[config.mk]
export PLATFORM = sky130hd
export DESIGN_NAME = rv32im_soc
export DESIGN_NICKNAME = d
export VERILOG_FILES = /design/src/rtl/rv32im_soc.sv
export SDC_FILE = /design/constraint.sdc
export NUM_CORES = 1
export LEC_CHECK = 0
export ABC_AREA = 1
export CORE_MARGIN = 1
export CORE_UTILIZATION = 53
export CTS_BUF_LIST = sky130_fd_sc_hd__clkbuf_8
export CTS_CLUSTER_SIZE = 14
export DETAILED_ROUTE_END_ITERATION = 12
export PLACE_DENSITY = 0.89
export SETUP_SLACK_MARGIN = 0.2
export SYNTH_ARGS = -nofsm -noshare
export SYNTH_HDL_FRONTEND = slang
export SYNTH_SLANG_ARGS = --single-unit
export TNS_END_PERCENT = 1
[constraint.sdc]
create_clock -name ACLK -period 4.55 [get_ports ACLK]
set_clock_uncertainty 0.2 [all_clocks]
set_input_delay 0.455 -clock ACLK [delete_from_list [all_inputs] [get_ports ACLK]]
set_output_delay 0.455 -clock ACLK [all_outputs]
set_load 0.01 [all_outputs]
[src/rtl/rv32im_soc.sv]
// Board-level bring-up shell: cycle counter on HEX, switch/LED mirroring, 640x480 VGA test
// patterns, and SRAM/LCD pins parked in safe idle states.
module rv32im_soc #(
   parameter int unsigned H_ACTIVE = 640,
   parameter int unsigned H_TOTAL  = 800,
   parameter int unsigned V_ACTIVE = 480,
   parameter int unsigned V_TOTAL  = 525
) (
   input  logic        ACLK,
   input  logic        ARESETN,
   output logic        VGA_HS,
   output logic        VGA_VS,
   output logic        VGA_CLK,
   output logic        VGA_BLANK_N,
   output logic        VGA_SYNC_N,
   output logic [7:0]  RED,
   output logic [7:0]  GREEN,
   output logic [7:0]  BLUE,
   output logic [8:0]  LEDG,
   output logic [17:0] LEDR,
   input  logic [17:0] SW,
   output logic [19:0] SRAM_ADDR,
   inout  wire  [15:0] SRAM_DQ,
   output logic        SRAM_CE_N,
   output logic        SRAM_OE_N,
   output logic        SRAM_WE_N,
   output logic        SRAM_LB_N,
   output logic        SRAM_UB_N,
   output logic [6:0]  HEX0,
   output logic [6:0]  HEX1,
   output logic [6:0]  HEX2,
   output logic [6:0]  HEX3,
   output logic [6:0]  HEX4,
   output logic [6:0]  HEX5,
   output logic [6:0]  HEX6,
   output logic [6:0]  HEX7,
   output logic        LCD_BLON,
   output logic        LCD_ON,
   output logic        LCD_EN,
   output logic        LCD_RS,
   output logic        LCD_RW,
   output logic [7:0]  LCD_DATA
);

   localparam logic [9:0] H_LAST   = 10'(H_TOTAL - 1);
   localparam logic [9:0] V_LAST   = 10'(V_TOTAL - 1);
   localparam logic [9:0] H_ACT    = 10'(H_ACTIVE);
   localparam logic [9:0] V_ACT    = 10'(V_ACTIVE);
   localparam logic [9:0] HS_START = 10'(H_ACTIVE + 16);
   localparam logic [9:0] HS_END   = 10'(H_ACTIVE + 111);
   localparam logic [9:0] VS_START = 10'(V_ACTIVE + 10);
   localparam logic [9:0] VS_END   = 10'(V_ACTIVE + 11);

   logic [31:0] cnt_q;
   logic [17:0] ledr_q;
   logic        pclk_q;
   logic [9:0]  hcnt_q, hcnt_d;
   logic [9:0]  vcnt_q, vcnt_d;
   logic        hs_q, hs_d;
   logic        vs_q, vs_d;
   logic        blank_n_q, blank_n_d;
   logic [23:0] rgb_q, rgb_d;
   logic [2:0]  bar;

   function automatic logic [6:0] hex7(input logic [3:0] n);
      logic [6:0] s;
      unique case (n)
         4'h0: s = 7'h40;
         4'h1: s = 7'h79;
         4'h2: s = 7'h24;
         4'h3: s = 7'h30;
         4'h4: s = 7'h19;
         4'h5: s = 7'h12;
         4'h6: s = 7'h02;
         4'h7: s = 7'h78;
         4'h8: s = 7'h00;
         4'h9: s = 7'h10;
         4'hA: s = 7'h08;
         4'hB: s = 7'h03;
         4'hC: s = 7'h46;
         4'hD: s = 7'h21;
         4'hE: s = 7'h06;
         default: s = 7'h0E;
      endcase
      return s;
   endfunction

   // Sync/blank/colour are registered from the next-state counters so they line up with hcnt_q/vcnt_q.
   always_comb begin
      hcnt_d = hcnt_q;
      vcnt_d = vcnt_q;
      if (pclk_q) begin
         if (hcnt_q == H_LAST) begin
            hcnt_d = '0;
            vcnt_d = (vcnt_q == V_LAST) ? '0 : vcnt_q + 10'd1;
         end else begin
            hcnt_d = hcnt_q + 10'd1;
         end
      end

      hs_d      = !((hcnt_d >= HS_START) && (hcnt_d <= HS_END));
      vs_d      = !((vcnt_d >= VS_START) && (vcnt_d <= VS_END));
      blank_n_d = (hcnt_d < H_ACT) && (vcnt_d < V_ACT);
      bar       = 3'(hcnt_d / 10'd80);

      rgb_d = '0;
      if (blank_n_d) begin
         unique case (SW[1:0])
            2'b00: rgb_d = '0;
            2'b01: rgb_d = {{8{bar[2]}}, {8{bar[1]}}, {8{bar[0]}}};
            2'b10: rgb_d = {SW[17:15], 5'b0, SW[14:12], 5'b0, SW[11:10], 6'b0};
            default: rgb_d = {24{hcnt_d[5] ^ vcnt_d[5]}};
         endcase
      end
   end

   always_ff @(posedge ACLK or posedge ARESETN) begin
      if (ARESETN) begin
         cnt_q     <= '0;
         ledr_q    <= '0;
         pclk_q    <= 1'b0;
         hcnt_q    <= '0;
         vcnt_q    <= '0;
         hs_q      <= 1'b1;
         vs_q      <= 1'b1;
         blank_n_q <= 1'b0;
         rgb_q     <= '0;
      end else begin
         cnt_q     <= cnt_q + 32'd1;
         ledr_q    <= SW;
         pclk_q    <= ~pclk_q;
         hcnt_q    <= hcnt_d;
         vcnt_q    <= vcnt_d;
         hs_q      <= hs_d;
         vs_q      <= vs_d;
         blank_n_q <= blank_n_d;
         rgb_q     <= rgb_d;
      end
   end

   assign VGA_HS      = hs_q;
   assign VGA_VS      = vs_q;
   assign VGA_CLK     = pclk_q;
   assign VGA_BLANK_N = blank_n_q;
   assign VGA_SYNC_N  = 1'b0;
   assign RED         = rgb_q[23:16];
   assign GREEN       = rgb_q[15:8];
   assign BLUE        = rgb_q[7:0];

   assign LEDR = ledr_q;
   assign LEDG = {cnt_q[25], cnt_q[31:24]};

   assign HEX0 = hex7(cnt_q[3:0]);
   assign HEX1 = hex7(cnt_q[7:4]);
   assign HEX2 = hex7(cnt_q[11:8]);
   assign HEX3 = hex7(cnt_q[15:12]);
   assign HEX4 = hex7(cnt_q[19:16]);
   assign HEX5 = hex7(cnt_q[23:20]);
   assign HEX6 = hex7(cnt_q[27:24]);
   assign HEX7 = hex7(cnt_q[31:28]);

   // Memory and LCD parked until the core and memory controller are attached.
   assign SRAM_ADDR = '0;
   assign SRAM_DQ   = 16'bz;
   assign SRAM_CE_N = 1'b1;
   assign SRAM_OE_N = 1'b1;
   assign SRAM_WE_N = 1'b1;
   assign SRAM_LB_N = 1'b1;
   assign SRAM_UB_N = 1'b1;
   assign LCD_BLON  = 1'b1;
   assign LCD_ON    = 1'b1;
   assign LCD_EN    = 1'b0;
   assign LCD_RS    = 1'b0;
   assign LCD_RW    = 1'b0;
   assign LCD_DATA  = '0;

endmodule

==> metrics.txt <==
total wire length=13.0 mm; Max rail drop VDD=0.000235 V; CTS Sinks=85; total track usage=22.2%; EDFF count, synth=0; H-Tree Depth=3; # diodes=0; Yosys warnings=0; Root Driver=clkbuf_8; area of the die=12,100 um2; crit-path cells=ha_1, nand3_2, nor3_2, a21oi_2, nand3_1, nand2_1, nand2_2, nand2_1, nand2_2, nand2_2, nand2_1, nand3_1, nand2_1, nand2_2, o21ai_2, nand2_1; post-DR wirelength/cell=12.8 um; worst slew pin tran=0.879 ns; IO Pins=186; run status=completed; antenna violations before repair=0; detailed-route via count=5,191; Seq cells post-synth=85; final setup fails=0; buffers and inverters on the worst path=0; deepest clock path buffer count=2; maxcap violations=0; pwr dens=197 nW/um2; Critical-path top delay cell=nor3_2; Std-Cell Rows=39; met2 Use GR=37.8%; initial drt markers=376; critical path peak fanout=13; Setup CP Type=reg -> reg; DP Area=7200 um2; largest stage delay on the critical path=0.68 ns; Syn Inst Count=764; final net count=935; worst hold path class=in -> reg; gpl congestion=0.913; fin area=7400 um2; final slew viol count=0; Synth Flop Type=dfrtp_1; setup TNS=0 ns; IO Port Bufs=130; Final min period=3.01 ns; Max Fclk=0.332 GHz; Die Y=110 um; pin count of the biggest net entering global routing=53; Lkg Pwr=3.54 nW; Remaining DRCs=0; syn avg cell area=8.08 um2; Filler Cells Inserted=950; core area=11,400 um2; critical path arrival=3.06 ns; Layout Area Growth over Synthesis=20.0%; Skew-Pair Late Insertion Delay=0.37 ns; clock-pin slew on the worst setup and hold paths=0.09 ns; mapped cell area=6170 um2; first-pass GRT wire length=21.0 mm; Pwr Total=1.46 mW; initial core utilization=54.3%; Antenna Nets Post-Route=0; vias per cell=5.13; Inst Count DP=996; layout cells sized above 1=8.06%; crit-path leading delay family=simple AND/OR/NAND/NOR gates; DP Wirelength=9.92 mm; vias in the first global route=4,667; GRT met3 Usage=6.40%; post-cts sizing count=0; non-filler cells, final=1,012; post-cts hold buffer count=0; most frequent cells in the layout=nand2_1, clkdlybuf4s50_1, dfrtp_1; TritonCTS Buffers=9; DRT Pass-1 Iters=5; Final Cycle Share=66.2%; fin util=65.1%; asr flop ratio synth=100%; Cell variety after synth=52; WP data required=4.60 ns; CP startpoint kind=register; commonest non-fill, non-tap cell in the layout=nand2_1; RSZ-0062 raised after global routing=false; met1 GRT Util=27.2%; FF/Latch Area=2130 um2; Crit path top cell by count=nand2_1; critical path capture point type=register; Slew HR=41.3%; busiest grt layer=met2; Die W=110 um; final hold vios=0; CTS tree=done; grt ovf=0; post-CTS setup buffer count=0; register area share after synthesis=34.5%; Multi-input gate area=3240 um2
-- flip-flops by register name (all words and copies together), names as in the netlist --
register,flops
VGA_VS,1
vcnt_q,10
hcnt_q,10
cnt_q,32
LEDR,18
VGA_HS,1
VGA_CLK,1
VGA_BLANK_N,1
rgb_q,11
-- Yosys cell counts (2+ instances only) --
| cell type | instances | area (um2) |
|---|---|---|
| a21oi_1 | 33 | 165 |
| nand3_2 | 4 | 40.0 |
| o22ai_1 | 7 | 43.8 |
| conb_1 | 2 | 7.51 |
| nand4_1 | 7 | 43.8 |
| nand3_1 | 54 | 270 |
| a21oi_2 | 2 | 17.5 |
| nor3_1 | 8 | 40.0 |
| nand4_2 | 3 | 37.5 |
| nand2_2 | 8 | 50.1 |
| a41oi_1 | 2 | 17.5 |
| nand2_1 | 140 | 526 |
| o21a_1 | 2 | 15.0 |
| dfrtp_1 | 83 | 2080 |
| nor2_1 | 40 | 150 |
| buf_4 | 79 | 593 |
| nor2_4 | 5 | 56.3 |
| ha_1 | 51 | 638 |
| o31ai_1 | 3 | 22.5 |
| nor4_1 | 7 | 43.8 |
| inv_2 | 8 | 30.0 |
| inv_1 | 78 | 293 |
| xor2_1 | 28 | 245 |
| clkinv_1 | 5 | 18.8 |
| a211oi_1 | 6 | 45.0 |
| or2_2 | 3 | 18.8 |
| clkbuf_1 | 14 | 52.6 |
| xnor2_1 | 2 | 17.5 |
| a31oi_1 | 3 | 18.8 |
| o2111ai_1 | 2 | 17.5 |
| dfstp_2 | 2 | 52.6 |
| nor2_2 | 5 | 31.3 |
| o211ai_1 | 7 | 52.6 |
| o21ai_2 | 2 | 17.5 |
| o21ai_0 | 42 | 210 |
-- report_power, final --
part,total [mW],internal [mW],switching (mW)
Clock,0.564,0.263,0.301
Sequential,0.776,0.770,0.00615
Combinational,0.122,0.0543,0.0676
Total,1.46,1.09,0.374
-- metrics by stage --
step	hold WS [ns]	worst slack, ns
floorplan	0.286	1.70
global placement	0.316	1.76
detailed placement	0.335	1.61
CTS	0.302	1.54
global route	0.302	1.35
finish	0.318	1.54
-- final timing paths --
check | cells past startpoint | slack (ns) | endpoint | startpoint
setup / recovery | 16 | 1.54 | rgb_q[14]$_DFF_PP0_ | hcnt_q[0]$_DFF_PP0_
hold / removal | 1 | 0.32 | LEDR[7]$_DFF_PP0_ | SW[7]
setup reg to reg | 16 | 1.54 | rgb_q[14]$_DFF_PP0_ | hcnt_q[0]$_DFF_PP0_
hold reg to reg | 1 | 0.35 | cnt_q[4]$_DFF_PP0_ | cnt_q[4]$_DFF_PP0_
max in group asynchronous | 3 | 2.83 | cnt_q[27]$_DFF_PP0_ | ARESETN
min in group asynchronous | 2 | 0.38 | hcnt_q[3]$_DFF_PP0_ | ARESETN
-- metal layers --
layer / vias to the layer above / part of all wire [%]
li1: 2557 / -
met1: 2424 / 43
met2: 191 / 48
met3: 19 / 7.5
met4: 0 / 1.4
met5: - / 0
-- cells by family after synthesis --
logic type,after synthesis,share of synthesized area (%)
buffers and inverters,186,16.3
AOI/OAI and AO/OA,115,11.0
xor gates and xnor gates,31,4.52
and+or+nand+nor,294,23.3
adders and majority gates,51,10.3
other,2,0.122
DFF,85,34.5
-- area by class of cell --
cell class                 instances  share of cell area (%)
multi-input combinational        546                    43.7
sequential                        85                    28.8
timing repair buffer             131                    17.7
inverter                          91                    4.63
tap                              143                    2.42
clock buffer                       9                    1.67
clock inverter                     7                    1.12
(Power assumes the default switching activity.)
